===== src/rtl/dram_read_burst_engine.sv =====
// DRAM read burst engine: turns one {addr, len} read command from the image
// sender into one or two AXI4 INCR read bursts. A second burst is needed only
// when the request crosses a 4 KB page. Returned beats are forwarded one clock
// after their R handshake.
//
// Handshake semantics: a transfer happens on a rising edge where both valid
// and ready are high. AR payload (araddr/arlen) is held stable while arvalid
// is high and arready is low. rready is high for the whole of an R phase, so
// the read data channel is never backpressured.
module dram_read_burst_engine #(
  parameter int DRAM_ADDR_WIDTH = 39,
  parameter int DRAM_DATA_WIDTH = 128,
  parameter int AXI_ID_WIDTH    = 1
) (
  input  logic                       clk_pixel,
  input  logic                       dram_reader_reset,
  // command side
  input  logic [DRAM_ADDR_WIDTH-1:0] dram_read_addr,
  input  logic [7:0]                 dram_read_len,
  input  logic                       dram_read_en,
  output logic                       dram_read_busy,
  output logic [DRAM_DATA_WIDTH-1:0] dram_read_data,
  output logic                       dram_read_data_valid,
  output logic                       read_error,
  // AXI4 read address channel
  output logic [DRAM_ADDR_WIDTH-1:0] m_axi_araddr,
  output logic [7:0]                 m_axi_arlen,
  output logic [2:0]                 m_axi_arsize,
  output logic [1:0]                 m_axi_arburst,
  output logic [AXI_ID_WIDTH-1:0]    m_axi_arid,
  output logic                       m_axi_arvalid,
  input  logic                       m_axi_arready,
  // AXI4 read data channel
  input  logic [DRAM_DATA_WIDTH-1:0] m_axi_rdata,
  input  logic [1:0]                 m_axi_rresp,
  input  logic                       m_axi_rlast,
  input  logic                       m_axi_rvalid,
  output logic                       m_axi_rready,
  // debug view of the FSM state
  output logic [2:0]                 state_dbg
);

  typedef enum logic [2:0] {
    S_IDLE = 3'd0,
    S_AR1  = 3'd1,
    S_R1   = 3'd2,
    S_AR2  = 3'd3,
    S_R2   = 3'd4
  } state_t;

  localparam logic [DRAM_ADDR_WIDTH-1:0] BEAT_MASK = DRAM_ADDR_WIDTH'(15);
  localparam logic [DRAM_ADDR_WIDTH-1:0] PAGE_MASK = DRAM_ADDR_WIDTH'(12'hFFF);
  localparam logic [DRAM_ADDR_WIDTH-1:0] ADDR_ONE  = DRAM_ADDR_WIDTH'(1);

  state_t                       state;
  logic [DRAM_ADDR_WIDTH-1:0]   burst2_addr;
  logic [7:0]                   burst2_len;
  logic                         split_q;
  logic [7:0]                   beat_cnt;

  logic [DRAM_ADDR_WIDTH-1:0]   addr_al;
  logic [DRAM_ADDR_WIDTH-1:0]   page_next;
  logic [7:0]                   page_beat;
  logic [8:0]                   len_sum;
  logic                         beat_final;

  // Command decode. With p = beat index inside the 4 KB page, the page holds
  // 256-p beats. The request splits when len+1 > 256-p, i.e. when len+p
  // carries out of 8 bits. In that case the low 8 bits of len+p are exactly the
  // second burst's arlen, and ~p is the first burst's arlen (255-p).
  always_comb begin
    addr_al    = dram_read_addr & ~BEAT_MASK;
    page_next  = (addr_al | PAGE_MASK) + ADDR_ONE;
    page_beat  = dram_read_addr[11:4];
    len_sum    = {1'b0, dram_read_len} + {1'b0, page_beat};
    beat_final = (beat_cnt == m_axi_arlen);
  end

  // Main FSM: command capture, AR issue, beat forwarding and error tracking.
  always_ff @(posedge clk_pixel) begin
    if (dram_reader_reset) begin
      state                <= S_IDLE;
      m_axi_araddr         <= '0;
      m_axi_arlen          <= '0;
      dram_read_data       <= '0;
      dram_read_data_valid <= 1'b0;
      read_error           <= 1'b0;
      burst2_addr          <= '0;
      burst2_len           <= '0;
      split_q              <= 1'b0;
      beat_cnt             <= '0;
    end else begin
      dram_read_data_valid <= 1'b0;
      // A new command while one is in flight is dropped and flagged.
      if (dram_read_en && (state != S_IDLE)) read_error <= 1'b1;
      case (state)
        S_IDLE: begin
          if (dram_read_en) begin
            m_axi_araddr <= addr_al;
            if (len_sum[8]) begin
              m_axi_arlen <= ~page_beat;
              burst2_addr <= page_next;
              burst2_len  <= len_sum[7:0];
              split_q     <= 1'b1;
            end else begin
              m_axi_arlen <= dram_read_len;
              split_q     <= 1'b0;
            end
            state <= S_AR1;
          end
        end
        S_AR1, S_AR2: begin
          if (m_axi_arready) begin
            beat_cnt <= '0;
            state    <= (state == S_AR1) ? S_R1 : S_R2;
          end
        end
        S_R1, S_R2: begin
          if (m_axi_rvalid) begin
            dram_read_data       <= m_axi_rdata;
            dram_read_data_valid <= 1'b1;
            if (m_axi_rresp != 2'b00) read_error <= 1'b1;
            if (m_axi_rlast != beat_final) read_error <= 1'b1;
            // The burst ends on the counted final beat regardless of rlast.
            if (beat_final) begin
              if ((state == S_R1) && split_q) begin
                m_axi_araddr <= burst2_addr;
                m_axi_arlen  <= burst2_len;
                state        <= S_AR2;
              end else begin
                state <= S_IDLE;
              end
            end else begin
              beat_cnt <= beat_cnt + 8'd1;
            end
          end
        end
        default: state <= S_IDLE;
      endcase
    end
  end

  assign m_axi_arvalid  = (state == S_AR1) || (state == S_AR2);
  assign m_axi_rready   = (state == S_R1) || (state == S_R2);
  assign dram_read_busy = (state != S_IDLE);
  assign m_axi_arsize   = 3'b100;
  assign m_axi_arburst  = 2'b01;
  assign m_axi_arid     = '0;
  assign state_dbg      = state;

endmodule

===== config.mk =====
export PLATFORM = sky130hd
export DESIGN_NAME = dram_read_burst_engine
export DESIGN_NICKNAME = d
export VERILOG_FILES = /design/src/rtl/dram_read_burst_engine.sv
export SDC_FILE = /design/constraint.sdc
export NUM_CORES = 1
export LEC_CHECK = 0
export BUFFER_PORTS_ARGS = -buffer_cell sky130_fd_sc_hd__buf_2
export CORE_MARGIN = 1
export CORE_UTILIZATION = 29
export DETAILED_ROUTE_END_ITERATION = 12
export PLACE_DENSITY = 0.63
export SLEW_MARGIN = 20
export SYNTH_ARGS = -nofsm -noshare
export SYNTH_HDL_FRONTEND = slang
export SYNTH_SLANG_ARGS = --single-unit

===== constraint.sdc =====
create_clock -name clk_pixel -period 3.7 [get_ports clk_pixel]
set_input_delay 0.925 -clock clk_pixel [delete_from_list [all_inputs] [get_ports clk_pixel]]
set_output_delay 0.925 -clock clk_pixel [all_outputs]
set_load 0.01 [all_outputs]

# [Word level (Yosys, flattened, before mapping)]
# Index checks and enable logic that the tools add are counted.
[op_classes] n_eq_ne=12 addsub=3 n_mux=29 bitwise=2 reduce_logical=18
[op_table] operator="$mux W39" n=4
[op_table] operator="$pmux W39 S2" n=1
[op_table] operator="$mux W8" n=8
[op_table] operator="$add A39 B1 Y39 const B" n=1
[op_table] operator="$pmux W8 S2" n=2
[op_table] operator="$mux W3" n=5
[op_table] operator="$ne A2 B2 Y1 const B" n=6
[op_table] operator="$add A8 B8 Y9" n=1
[op_table] operator="$pmux W3 S3" n=1
[op_table] operator="$add A8 B1 Y8 const B" n=1
[op_table] operator="$eq A8 B8 Y1" n=1
[op_table] operator="$not A8 Y8" n=1
[op_table] operator="$reduce_and A4 Y1" n=2
[op_table] operator="$mux W1" n=7
[op_table] operator="$eq A3 B2 Y1 const B" n=2
[op_table] operator="$reduce_bool A2 Y1" n=3
[op_table] operator="$reduce_or A2 Y1" n=3
[op_table] operator="$reduce_and A5 Y1" n=1
[op_table] operator="$reduce_and A2 Y1" n=2
[op_table] operator="$eq A3 B1 Y1 const B" n=1
[op_table] operator="$eq A3 B3 Y1 const B" n=1
[op_table] operator="$logic_not A3 Y1" n=1
[op_table] operator="$reduce_and A3 Y1" n=1
[op_table] operator="$reduce_bool A3 Y1" n=1
[op_table] operator="5 further kinds" n=7
[totals] output_inout_bits=189 elab_cells=74 inputBits=183 regBits=236

# [Logic depth before layout (Yosys ltp)]
[depth] word_depth=7 ltp_mapped=9 depth_no_buf=8

# [Least setup slack after synthesis]
# No wires, ideal clock.
[synth_path] kind="input to register" startpoint="input port dram_read_addr[4]" endpoint="register burst2_len[2]" path_slack_ps=1009 t_required_ps=3572 setup_ps=128 arrival_ps=2564 n_path_buf=1 path_stages=9 cell_sequence="ha_1 -> inv_1 -> fa_1 -> nor2b_1 -> o31ai_2 -> a211oi_4 -> buf_4 -> mux2i_1 -> nor2_1"
[synth_via] elab_chain_cells=2
[synth_rtl] element="from (decl)" line="18" text="input logic [DRAM_ADDR_WIDTH-1:0] dram_read_addr,"
[synth_rtl] element="$add A8 B8 Y9 (*)" line="75" text="len_sum = {1'b0, dram_read_len} + {1'b0, page_beat};"
[synth_rtl] element="$reduce_and A3 Y1 (no line)"
[synth_rtl] element="to (signal assigned)" line="103" text="burst2_len <= len_sum[7:0];"
[synth_rtl] element="to (decl)" line="57" text="logic [7:0] burst2_len;"
# Every way passes the cells marked *; elsewhere a longest branch is shown, timed or not.
# A chain may end at the register's enable or synchronous reset.

# [Worst setup path in the final report]
[layout_path] startpoint="register state[2], in the netlist state_dbg[2]" endpoint="output port m_axi_rready"
[layout_via] elab_chain_cells=2 word_cells_on_any_way=3 cone_classes="eq/ne: 2; reduce/logical: 1"
[layout_rtl] element="from (decl)" line="55" text="state_t state;"
[layout_rtl] element="from (signal assigned)" line="115" text="state <= (state == S_AR1) ? S_R1 : S_R2;"
[layout_rtl] element="$eq A3 B2 Y1 / $eq A3 B3 Y1 (equally long branches)" line="144" text="assign m_axi_rready = (state == S_R1) || (state == S_R2);"
[layout_rtl] element="$logic_or A1 B1 Y1 (*)" line="144"
[layout_rtl] element="to (decl)" line="38" text="output logic m_axi_rready,"
# Marked as above.

==> impl_metrics.env <==
export IMPL_antenna_found_initial=3
export IMPL_regArea_um2=4400
export IMPL_drive_gt1_share_pct=30.7
export IMPL_worst_setup_path_type="flop to output pin"
export IMPL_worst_setup_path_end_kind="output pin"
export IMPL_r2r_end="m_axi_araddr[9]"
export IMPL_route_vias_total=8927
export IMPL_r2r_cells=6
export IMPL_firstDrtPassIters=4
export IMPL_hold_viol=0
export IMPL_synth_async_reset_ratio_pct=0
export IMPL_cts_sinks=220
export IMPL_htreeDepth=1
export IMPL_cts_hold_buf=0
export IMPL_synthTopCellsByArea="dfxtp_1 47%, nand2_1 13%, a21oi_1 8.9%"
export IMPL_path_buf_inv=2
export IMPL_skew_ns=0.00703
export IMPL_synth_edf_count=0
export IMPL_fmax_ghz=0.315
export IMPL_fin_cells=1858
export IMPL_die_x_um=182
export IMPL_drt_total_wl_um=29100
export IMPL_postSynthAreaPerCell_um2=8.36
export IMPL_grt_pass1_vias=8299
export IMPL_worstPathArrival_ns=2.25
export IMPL_grt_ovfl_total=0
export IMPL_hold_path_class="flop to flop"
export IMPL_cts_setup_buffers=0
export IMPL_grt_max_degree=131
export IMPL_drtAntennaViolNets=0
export IMPL_routedWlPerCell_um=15.7
export IMPL_start_util_pct=29.6
export IMPL_outcome="completed"
export IMPL_cp_cell_sequence="xor2_1 > nand2_1 > inv_2 > buf_2"
export IMPL_dp_cells=1813
export IMPL_drv_cap=0
export IMPL_num_nets_final=1633
export IMPL_worst_setup_path_start_kind="flop"
export IMPL_netlist_top_cells_count="327 x nand2_1, 220 x dfxtp_1, 166 x a21oi_1, 48 x nor2_1, 46 x a211oi_1"
export IMPL_critPathMaxStageDelay_ns=0.57
export IMPL_irDropWorstVdd_mv=0.293
export IMPL_ctsResizeCount=0
export IMPL_holdPathStages=2
export IMPL_min_to="dram_read_data[22]"
export IMPL_dr_first_iter_drc_count=343
export IMPL_io_buffers=357
export IMPL_via_per_inst=4.80
export IMPL_crit_slowest_cell="dfxtp_1"
export IMPL_p_per_area_nw_per_um2=488
export IMPL_fp_row_count=65
export IMPL_synth_top_cell_area_share_pct=46.9
export IMPL_slew_headroom_pct=36.1
export IMPL_io_pins=372
export IMPL_grt_pass1_wl_um=44300
export IMPL_synth_cells=1122
export IMPL_final_period_utilization_pct=85.8
export IMPL_r2r_start="state_dbg[2]"
export IMPL_core_area_um2=31700
export IMPL_yosysWarnings=0
export IMPL_gp_congestion=0.836
export IMPL_ys_seq_elements=220
export IMPL_finalSetupTns_ns=0
export IMPL_yosysMostFrequentCell="nand2_1"
export IMPL_min_period_ns=3.17
export IMPL_insertion_delay_ns=0.53
export IMPL_drc=0
export IMPL_die_h_um=182
export IMPL_fillers=3281
export IMPL_worst_slew_pin_slew_ns=0.953
export IMPL_area_growth_pct=31.1
export IMPL_dp_hpwl_um=20100
export IMPL_cts_buffers=26
export IMPL_leakage_nw=5.18
export IMPL_cts_tree="yes"
export IMPL_ys_flop_type="dfxtp_1"
export IMPL_ys_types=65
export IMPL_crit_path_max_fanout=13
export IMPL_hold_start="dram_read_data[22]"
export IMPL_die_area_um2=33100
export IMPL_clock_path_buffers=3
export IMPL_drv_slew=0
export IMPL_multi_input_area_um2=4540
export IMPL_rsz0062_at_grt="no"
export IMPL_cts_root_buf="clkbuf_16"
export IMPL_cp_required_ns=2.77
export IMPL_critical_path_top_delay_family="flip-flops"
export IMPL_syn_area_um2=9380
export IMPL_clk_pin_slew_worst_paths_ns=0.06
export IMPL_finalSetupViolCount=0
export IMPL_ys_seq_area_share_pct=46.9
export IMPL_rrSetupSlack_ns=0.87
export IMPL_yosysTopAreaCell="dfxtp_1"
export IMPL_grt_use_total_pct=16.6
==> flip-flops by register name (all words and copies together), names as in the netlist <==
| signal | count |
|---|---|
| m_axi_araddr | 35 |
| beat_cnt | 8 |
| read_error | 1 |
| burst2_addr | 27 |
| burst2_len | 8 |
| dram_read_data | 128 |
| dram_read_data_valid | 1 |
| m_axi_arlen | 8 |
| state_dbg | 3 |
| split_q | 1 |
==> layer usage <==
| metal | wire length, um | share of wire (%) | global-route usage (%) | up-vias |
|---|---|---|---|---|
| met1 | 11300 | 39 | 18.6 | 4126 |
| met3 | 2060 | 7.1 | 4.23 | 54 |
| met2 | 14900 | 51 | 30.4 | 266 |
| met5 | 0 | 0 | 0 | - |
| li1 | - | - | - | 4481 |
| met4 | 768 | 2.6 | 5.75 | 0 |
==> area by class of cell <==
| class | count | share of cell area (%) |
|---|---|---|
| multi-input cells | 808 | 36.9 |
| well taps | 402 | 4.09 |
| clock inverters | 8 | 0.987 |
| repair buffers | 370 | 15.8 |
| diodes | 2 | 0.0407 |
| clock buffers | 35 | 5.98 |
| flip-flops and latches | 220 | 35.8 |
| inverters | 13 | 0.397 |
==> cells by family (layout without fill, tap and decap cells) <==
kind of cell    after synthesis  after routing  share of synthesized area, %
simple gates                438            438                          19.6
compound gates              297            297                          21.6
flops                       220            220                          46.9
fa+ha+maj                    11             11                          1.55
other cells                   2             12                        0.0801
buf+inv                     102            426                          5.25
xor+xnor                     44             44                          4.11
mux                           8              8                         0.854
==> worst reg2reg max path: cells and delay by family (launching register included) <==
| family | cells | cell delay (ns) |
|---|---|---|
| buffers and inverters | 1 | 0.24 |
| XOR/XNOR | 1 | 0.37 |
| flip-flops | 1 | 0.57 |
| AO/OA/AOI/OAI | 3 | 1.15 |
| AND/OR/NAND/NOR | 1 | 0.44 |
==> power by group <==
group | switching, mW | internal, mW | total [mW]
Combinational | 0.501 | 0.332 | 0.833
Clock | 1.01 | 1.59 | 2.60
Sequential | 0.0701 | 2.49 | 2.56
Total | 1.59 | 4.41 | 6.00
==> cells in the final DEF (no fill, tap or decap), drive strengths merged, types with 3 or more instances in the layout <==
cell type / count
a211oi: 47
a21o: 3
a21oi: 168
a22o: 8
a311oi: 28
and3: 7
and4: 3
buf: 370
bufinv: 3
clkbuf: 35
clkinv: 4
conb: 10
dfxtp: 220
ha: 10
inv: 13
mux2i: 8
nand2: 328
nand2b: 3
nand3: 16
nand4: 9
nor2: 49
nor2b: 3
nor3: 7
nor4: 4
o211ai: 7
o21ai: 12
o41ai: 7
xnor2: 16
xor2: 28
==> per-stage QoR <==
step / util, % / cell area, um2 / total power [mW] / hold WS (ns) / worst slack (ns)
after floorplan: - / 9410 / 3.12 / 0.446 / 1.01
after global placement: 36.1 / 11400 / 3.44 / 0.438 / 0.460
after detailed placement: 36.1 / 11400 / 3.45 / 0.443 / 0.382
after CTS: 38.8 / 12300 / 6.10 / 0.451 / 0.464
after global routing: 38.8 / 12300 / 6.27 / 0.465 / 0.363
final: 38.8 / 12300 / 6.00 / 0.450 / 0.525
==> worst max-delay path by stage <==
stage                 startpoint  slack [ns]        endpoint  cells past startpoint
5_1_grt             state_dbg[2]        0.36    m_axi_rready                      4
2_1_floorplan  dram_read_addr[4]        1.01   burst2_len[2]                      9
3_3_place_gp   dram_read_addr[4]        0.46  m_axi_arlen[6]                      9
4_1_cts             state_dbg[2]        0.46    m_axi_rready                      4
3_5_place_dp   dram_read_addr[4]        0.38  m_axi_arlen[6]                      9
6_report            state_dbg[2]        0.53    m_axi_rready                      4
Power figures use the tool's default switching activity.
